[config.mk]
export PLATFORM = sky130hd
export DESIGN_NAME = tri_dispatch
export DESIGN_NICKNAME = d
export VERILOG_FILES = /design/src/rtl/tri_dispatch.sv
export SDC_FILE = /design/constraint.sdc
export NUM_CORES = 1
export LEC_CHECK = 0
export CELL_PAD_IN_SITES_DETAIL_PLACEMENT = 0
export CELL_PAD_IN_SITES_GLOBAL_PLACEMENT = 1
export CORE_MARGIN = 2
export CORE_UTILIZATION = 38
export DETAILED_ROUTE_END_ITERATION = 7
export PLACE_DENSITY = 0.85
export SKIP_CTS_REPAIR_TIMING = 1
export SYNTH_ARGS = -nofsm -noshare
export SYNTH_HDL_FRONTEND = slang
export SYNTH_SLANG_ARGS = --single-unit
[constraint.sdc]
create_clock -name CLK -period 22.4 [get_ports CLK]
set_input_delay 5.6 -clock CLK [delete_from_list [all_inputs] [get_ports CLK]]
set_output_delay 5.6 -clock CLK [all_outputs]
set_load 0.01 [all_outputs]
[src/rtl/tri_dispatch.sv]
// Two-requester triangle dispatcher: round-robin grant, 144-bit serial push to
// the rasterizer, then pixel counting with a watchdog until the triangle is done.
module tri_dispatch #(
  parameter logic [21:0] TIMEOUT = 22'd2500000
) (
  input  logic         CLK,
  input  logic         RST,
  input  logic         REQ0,
  input  logic [143:0] TRI0,
  output logic         GNT0,
  input  logic         REQ1,
  input  logic [143:0] TRI1,
  output logic         GNT1,
  output logic         SD,
  output logic         SSTART,
  input  logic         RVALID,
  input  logic         RDONE,
  output logic         BUSY,
  output logic [16:0]  CNT,
  output logic         CNT_VALID,
  output logic         SRC,
  output logic         TOUT
);

  typedef enum logic [1:0] {
    IDLE   = 2'd0,
    SHIFT  = 2'd1,
    WAIT   = 2'd2,
    REPORT = 2'd3
  } state_t;

  localparam logic [7:0] LAST_BIT = 8'd143;

  state_t         state;
  state_t         state_nxt;
  logic [143:0]   shift_q;
  logic [7:0]     bit_cnt;
  logic [16:0]    pix_cnt;
  logic [21:0]    wd_cnt;
  logic           last_gnt;
  logic           src_int;
  logic           gnt0_q;
  logic           gnt1_q;
  logic [16:0]    cnt_q;
  logic           src_q;

  logic           grant;
  logic           winner;
  logic           wd_expired;
  logic [16:0]    pix_next;

  function automatic logic [16:0] sat_inc(input logic [16:0] v, input logic inc);
    if (inc && (v != 17'h1FFFF)) return v + 17'd1;
    return v;
  endfunction

  always_comb begin
    grant      = REQ0 | REQ1;
    // On a tie the requester not granted last wins; a lone request always wins.
    winner     = (REQ0 && REQ1) ? ~last_gnt : REQ1;
    wd_expired = (wd_cnt == TIMEOUT);
    pix_next   = sat_inc(pix_cnt, RVALID);
  end

  always_comb begin
    state_nxt = state;
    case (state)
      IDLE:    if (grant) state_nxt = SHIFT;
      SHIFT:   if (bit_cnt == LAST_BIT) state_nxt = WAIT;
      WAIT: begin
        if (RDONE)           state_nxt = REPORT;
        else if (wd_expired) state_nxt = IDLE;
      end
      REPORT:  state_nxt = IDLE;
      default: state_nxt = IDLE;
    endcase
  end

  always_ff @(posedge CLK or posedge RST) begin
    if (RST) state <= IDLE;
    else     state <= state_nxt;
  end

  always_ff @(posedge CLK or posedge RST) begin
    if (RST) begin
      shift_q  <= '0;
      bit_cnt  <= '0;
      pix_cnt  <= '0;
      wd_cnt   <= '0;
      last_gnt <= 1'b1;
      src_int  <= 1'b0;
      gnt0_q   <= 1'b0;
      gnt1_q   <= 1'b0;
      cnt_q    <= '0;
      src_q    <= 1'b0;
    end else begin
      gnt0_q <= 1'b0;
      gnt1_q <= 1'b0;
      case (state)
        IDLE: begin
          if (grant) begin
            gnt0_q   <= ~winner;
            gnt1_q   <= winner;
            shift_q  <= winner ? TRI1 : TRI0;
            src_int  <= winner;
            last_gnt <= winner;
            bit_cnt  <= '0;
          end
        end
        SHIFT: begin
          shift_q <= {shift_q[142:0], 1'b0};
          bit_cnt <= bit_cnt + 8'd1;
          if (bit_cnt == LAST_BIT) begin
            bit_cnt <= '0;
            pix_cnt <= '0;
            wd_cnt  <= '0;
          end
        end
        WAIT: begin
          pix_cnt <= pix_next;
          wd_cnt  <= wd_cnt + 22'd1;
          // Result is published on the RDONE edge so it is stable during REPORT.
          if (RDONE) begin
            cnt_q <= pix_next;
            src_q <= src_int;
          end
        end
        default: ;
      endcase
    end
  end

  always_comb begin
    GNT0      = gnt0_q;
    GNT1      = gnt1_q;
    SSTART    = (state == SHIFT);
    SD        = (state == SHIFT) & shift_q[143];
    BUSY      = (state != IDLE);
    CNT_VALID = (state == REPORT);
    TOUT      = (state == WAIT) & wd_expired & ~RDONE;
    CNT       = cnt_q;
    SRC       = src_q;
  end

endmodule
==> flow_summary_export.csv, run 1 <==
group,metric,value,unit
layout,drive_gt1_share,4.40,%
worst_setup_path,rr_worst_depth,6,
worst_setup_path,cp_max_fo,7,
layout,syn2layout_area_growth,38.0,%
yosys,yosysSeqAreaShare,49.4,%
route,drtAntennaViolNets,0,
route,drtPass1Iterations,6,
yosys,synth_cells,1206,
layout,insertedDiodeCount,0,
placement,numPortBuffers,318,
worst_hold_path,hold_class,"reg -> reg",
placement,place_hpwl,21600,um
yosys,synth_seq_cells,215,
pwr,p_clk_share,33.0,%
timing,finalCritPeriodShare,57.5,%
floorplan,start_util,38.9,%
floorplan,die_h,173,um
yosys,synthFlopType,"dfrtp_1",
worst_setup_path,path_common_cell,"clkdlybuf4s50_1",
worst_setup_path,critical_path_arrival,7270,ps
route,dr_total_vias,9976,
route,drt_iter0_drc,783,
run,maxCapViolations,0,
worst_setup_path,cp-end-kind,"output port",
pwr,peakVddDrop,0.0501,mV
pwr,p_sw,0.000307,W
timing,setup_violations,0,
yosys,synth_edf_count,0,
placement,gp_congestion,0.787,
cts,clock_latency,500,ps
timing,rsz0062_at_grt,"no",
timing,tns,0,ps
grt,grt_pass1_wl,50600,um
route,routedWlPerCell,17.0,um
worst_setup_path,worstPathRequired,16800,ps
yosys,synth_cell_type_count,52,
timing,whs,473,ps
route,routed_wl,31600,um
timing,fin_skew,8.15,ps
pwr,p_per_area,76.5,mW/mm^2
layout,final_cell_mix,"nand2_1 (349), clkdlybuf4s50_1 (318), dfrtp_1 (214)",
pwr,seqPwrFrac,47.3,%
cts,cts.sinks,215,
pwr,switching_share,26.7,%
cts,cts_inserted_buffers,24,
floorplan,ios,319,
timing,report.final.slew_viol_count,0,
placement,place_ws,9520,ps
yosys,syn_nets,1505,
worst_setup_path,start_kind,"primary input",
floorplan,die_w,173,um
status,status,"completed",
cts,cts_tree,"done",
yosys,synthesis.area,0.0109,mm^2
grt,gr-total-overflow,0,
worst_setup_path,path_class,"in -> out",
cts,htreeDepth,1,
timing,max_freq,77.7,MHz
pwr,p_comb_share,19.7,%
yosys,yosysWarnings,0,
route,viasPerCell,5.38,
cts,clockBufferDepth,3,
pwr,p_leak,6.37,nW
floorplan,core,0.0280,mm^2
grt,grt_max_degree,138,
yosys,async_reset_ff_share,100,%
cts,root_buffer,"clkbuf_16",
layout,final_common_cell,"nand2_1",
route,drc,0,
yosys,synth_area_per_cell,9.03,um^2
cts,clk_pin_slew,60,ps
grt,grt.total_usage,20.3,%
timing,finalHoldViolCount,0,
pwr,p_int,0.000843,W
grt,grt_antenna_before_repair,0,
timing,setup_ws,9530,ps
timing,final.min_clock_period,12870,ps
floorplan,die_area,0.0300,mm^2
worst_setup_path,slowest_stage,"clkdlybuf4s50_1",
pwr,totalPowerFinal,0.00115,W
layout,finalNetCount,1759,
layout,fill_cells,2599,
worst_hold_path,whs_path_depth,2,
grt,grt_pass1_vias,9832,
timing,slew_headroom,23.0,%
timing,worstMarginPinSlew,1150,ps
worst_setup_path,path_cells,"clkdlybuf4s50_1 -> nor2_1 -> nand4_1 -> nor4_1 -> clkdlybuf4s50_1",
worst_setup_path,cpPeakStageDelay,600,ps
layout,final_core_util,53.6,%
floorplan,rows,61,
[power groups by stage]
stage | sequential [W] | clock, W | combinational (W)
6_report | 0.000544 | 0.000380 | 0.000226
5_1_grt | 0.000555 | 0.000405 | 0.000251
4_1_cts | 0.000542 | 0.000389 | 0.000230
3_5_place_dp | 0.000544 | 0 | 0.000231
3_3_place_gp | 0.000546 | 0 | 0.000222
2_1_floorplan | 0.000527 | 0 | 0.000150
[path summary, 6_finish.rpt]
check | startpoint | endpoint | slack (ps)
setup reg to reg | state[1] | pix_cnt[2] | 18620
setup / recovery | RDONE | TOUT | 9530
hold reg to reg | CNT[10] | CNT[10] | 470
min in group asynchronous | RST | CNT[0] | 5700
hold / removal | CNT[10] | CNT[10] | 470
max in group asynchronous | RST | shift_q[74] | 15080
[flip-flops by register name, indices dropped and copies added, names as in the netlist]
| signal | count |
|---|---|
| GNT0 | 1 |
| SRC | 1 |
| wd_cnt | 22 |
| src_int | 1 |
| GNT1 | 1 |
| state | 2 |
| bit_cnt | 8 |
| last_gnt | 1 |
| pix_cnt | 17 |
| shift_q | 144 |
| CNT | 17 |
[critical path: cells and delay by family]
kind / cells / cell delay, ps
AND/OR/NAND/NOR: 3 / 560
buffers and inverters: 2 / 1110
[per-layer routing]
layer	global-route usage, %	wire (um)	vias up
met4	3.74	471	0
met2	35.2	15500	284
li1	-	-	4906
met1	26.9	13900	4756
met5	0	0	-
met3	3.73	1710	30
[metrics by stage]
step / instances / instance area (um^2)
after global routing: 1855 / 15000
after floorplan: 1206 / 10900
after global placement: 1812 / 14300
after detailed placement: 1812 / 14300
final: 1855 / 15000
after CTS: 1855 / 15000
[cell type report]
type | count | area [um^2] | share of cell area [%]
multi-input combinational | 879 | 5080 | 33.8
sequential | 215 | 5380 | 35.8
tap | 378 | 473 | 3.15
timing repair buffer | 328 | 3260 | 21.7
clock inverter | 7 | 47.5 | 0.316
inverter | 12 | 55.1 | 0.366
clock buffer | 36 | 727 | 4.84
[synthesized netlist by cell type, drive strengths merged (5+ instances only)]
cell | n | area share, %
dfrtp | 214 | 49
mux2i | 13 | 1.2
a221o | 144 | 13
buf | 47 | 2.0
and3 | 6 | 0.34
o211ai | 9 | 0.62
or4 | 6 | 0.45
nor4 | 6 | 0.34
ha | 5 | 0.57
nand4 | 15 | 0.92
inv | 12 | 0.41
o21ai | 39 | 1.8
a31oi | 10 | 0.57
nand2 | 349 | 12
nand3 | 26 | 1.2
nor2 | 27 | 0.93
nor3 | 7 | 0.32
xnor2 | 6 | 0.48
xor2 | 5 | 0.40
clkbuf | 53 | 1.8
and2 | 5 | 0.29
a21oi | 152 | 7.0
[kinds of logic after synthesis]
group,Yosys count,synth area share [%]
multiplexers,15,1.40
AO/OA/AOI/OAI,373,24.6
AND/OR/NAND/NOR,475,18.8
XOR/XNOR,11,0.885
buffers and inverters,112,4.27
flip-flops,215,49.4
adder cells (fa/ha/maj),5,0.574
No activity file was read; power rests on OpenSTA's default activity.
==> inputs of run 2 (changes only) <==
Settings changed: CORE_UTILIZATION 38 to 32, PLACE_DENSITY 0.85 to 0.76.
Clock period 22.4 ns to 11.6 ns, I/O delays scaled along.
==> run 2 against run 1 <==
Effect of this change: die area rose by 18%; wire length rose by 4.0%; via count rose by 0.94%; clock power rose by 130%; sequential share of layout area fell by 0.53 points; combinational power rose by 94%; largest cell class unchanged; highest routed layer unchanged.
==> flow_summary_export.csv, run 2 (synthesis results as in run 1) <==
group,metric,value,unit
status,status,"completed",
floorplan,rows,67,
route,drc,0,
cts,clock_latency,530,ps
floorplan,core,0.0335,mm^2
pwr,p_sw,0.000608,W
timing,rsz0062_at_grt,"no",
pwr,peakVddDrop,0.0917,mV
worst_setup_path,cp_max_fo,7,
layout,final_cell_mix,"nand2_1 (349), clkdlybuf4s50_1 (318), dfrtp_1 (214)",
layout,top_regs,"shift_q x144, wd_cnt x22",
floorplan,start_util,32.5,%
worst_setup_path,r2r_setup_slack,8350,ps
route,routed_wl,32900,um
layout,fill_cells,3237,
cts,clk_pin_slew,50,ps
pwr,p_comb_share,18.7,%
pwr,p_int,0.00174,W
route,routedWlPerCell,17.0,um
worst_setup_path,reg2reg_to,"pix_cnt[0]",
grt,grt_antenna_before_repair,0,
placement,numPortBuffers,318,
worst_setup_path,worstPathRequired,8700,ps
layout,syn2layout_area_growth,40.1,%
route,drt_iter0_drc,645,
cts,htreeDepth,1,
pwr,totalPowerFinal,0.00235,W
floorplan,ios,319,
timing,report.final.slew_viol_count,0,
worst_setup_path,slowest_stage,"clkdlybuf4s50_1",
timing,tns,0,ps
layout,finalNetCount,1761,
worst_setup_path,crit_path_end,"TOUT",
timing,slew_headroom,22.2,%
timing,max_freq,135,MHz
floorplan,die_w,188,um
layout,largest_reg_flops,144,
worst_setup_path,path_common_cell,"clkdlybuf4s50_1",
route,viasPerCell,5.22,
timing,finalCritPeriodShare,63.8,%
cts,root_buffer,"clkbuf_16",
floorplan,die_h,188,um
layout,largest-register,"shift_q",
route,drtAntennaViolNets,0,
grt,grt_pass1_wl,52400,um
pwr,p_per_area,154,mW/mm^2
grt,gr-total-overflow,0,
pwr,seqPwrFrac,44.8,%
route,drtPass1Iterations,5,
worst_setup_path,r2r-start,"state[1]",
worst_setup_path,path_class,"in -> out",
worst_setup_path,start_kind,"primary input",
worst_setup_path,critical_path_arrival,4500,ps
timing,fin_skew,11.0,ps
placement,place_hpwl,22300,um
layout,final_common_cell,"nand2_1",
grt,grt_max_degree,110,
route,dr_total_vias,10100,
cts,clockBufferDepth,3,
worst_setup_path,cpPeakStageDelay,580,ps
worst_setup_path,crit_start,"RDONE",
layout,drive_gt1_share,4.59,%
cts,cts.sinks,215,
timing,finalHoldViolCount,0,
timing,final.min_clock_period,7400,ps
cts,cts_tree,"done",
timing,setup_violations,0,
run,maxCapViolations,0,
layout,insertedDiodeCount,0,
grt,grt_pass1_vias,9899,
pwr,p_clk_share,36.6,%
placement,gp_congestion,0.767,
grt,grt.total_usage,18.0,%
worst_hold_path,hold_class,"reg -> reg",
worst_setup_path,rr_worst_depth,7,
floorplan,die_area,0.0355,mm^2
cts,cts_inserted_buffers,26,
worst_setup_path,path_cells,"clkdlybuf4s50_1 -> nor2_1 -> nand4_1 -> nor4_1 -> clkdlybuf4s50_1",
worst_setup_path,cp-end-kind,"output port",
pwr,p_leak,6.44,nW
timing,worstMarginPinSlew,1170,ps
pwr,switching_share,25.9,%
run 2: changes by cell type in the layout (fill, tap and decap cells not counted), sizes merged:
cell      change
clkinv        -1
bufinv        +4
clkbuf        +2
clkinvlp      -1
run 2: layer usage:
layer	GRT usage (%)	share of wire, %	vias to the layer above
met3	3.09	4.9	52
met1	23.7	44	4856
met5	0	0	-
li1	-	-	4900
met2	30.4	48	262
met4	4.96	2.6	0
run 2: worst min path at each step:
stage | startpoint | to | slack (ps) | depth (start not counted)
after global routing | src_int | src_int | 490 | 1
after CTS | wd_cnt[18] | wd_cnt[18] | 480 | 1
after global placement | CNT[10] | CNT[10] | 450 | 2
after detailed placement | src_int | src_int | 470 | 1
final | CNT[6] | CNT[6] | 480 | 2
after floorplan | wd_cnt[18] | wd_cnt[18] | 440 | 1
run 2: power groups by stage:
stage	Clock, W	Sequential [W]	Combinational (W)
finish	0.000859	0.00105	0.000438
global route	0.000914	0.00107	0.000487
detailed placement	0	0.00105	0.000450
CTS	0.000885	0.00105	0.000446
floorplan	0	0.00102	0.000290
global placement	0	0.00106	0.000434
run 2: layout make-up:
cell class / instances / area (um^2) / area share, %
Timing Repair Buffer: 328 / 3260 / 21.4
Inverter: 12 / 55.1 / 0.361
Multi-Input combinational cell: 879 / 5080 / 33.3
Tap cell: 448 / 561 / 3.67
Clock buffer: 38 / 767 / 5.03
Clock inverter: 9 / 148 / 0.968
Sequential cell: 215 / 5380 / 35.3
run 2: worst max-delay path, delay by kind of cell:
kind,cells,cell delay [ps]
buffers and inverters,2,1090
AND/OR/NAND/NOR,3,500
run 2: per-stage QoR:
step / instance area [um^2] / cells / worst slack [ps] / hold WS (ps) / util [%]
2_1_floorplan: 10900 / 1206 / 2820 / 445 / -
3_3_place_gp: 14300 / 1882 / 4160 / 450 / 42.8
3_5_place_dp: 14300 / 1882 / 4190 / 466 / 42.8
4_1_cts: 15300 / 1929 / 4190 / 479 / 45.5
5_1_grt: 15300 / 1929 / 4110 / 493 / 45.5
6_report: 15300 / 1929 / 4200 / 475 / 45.5
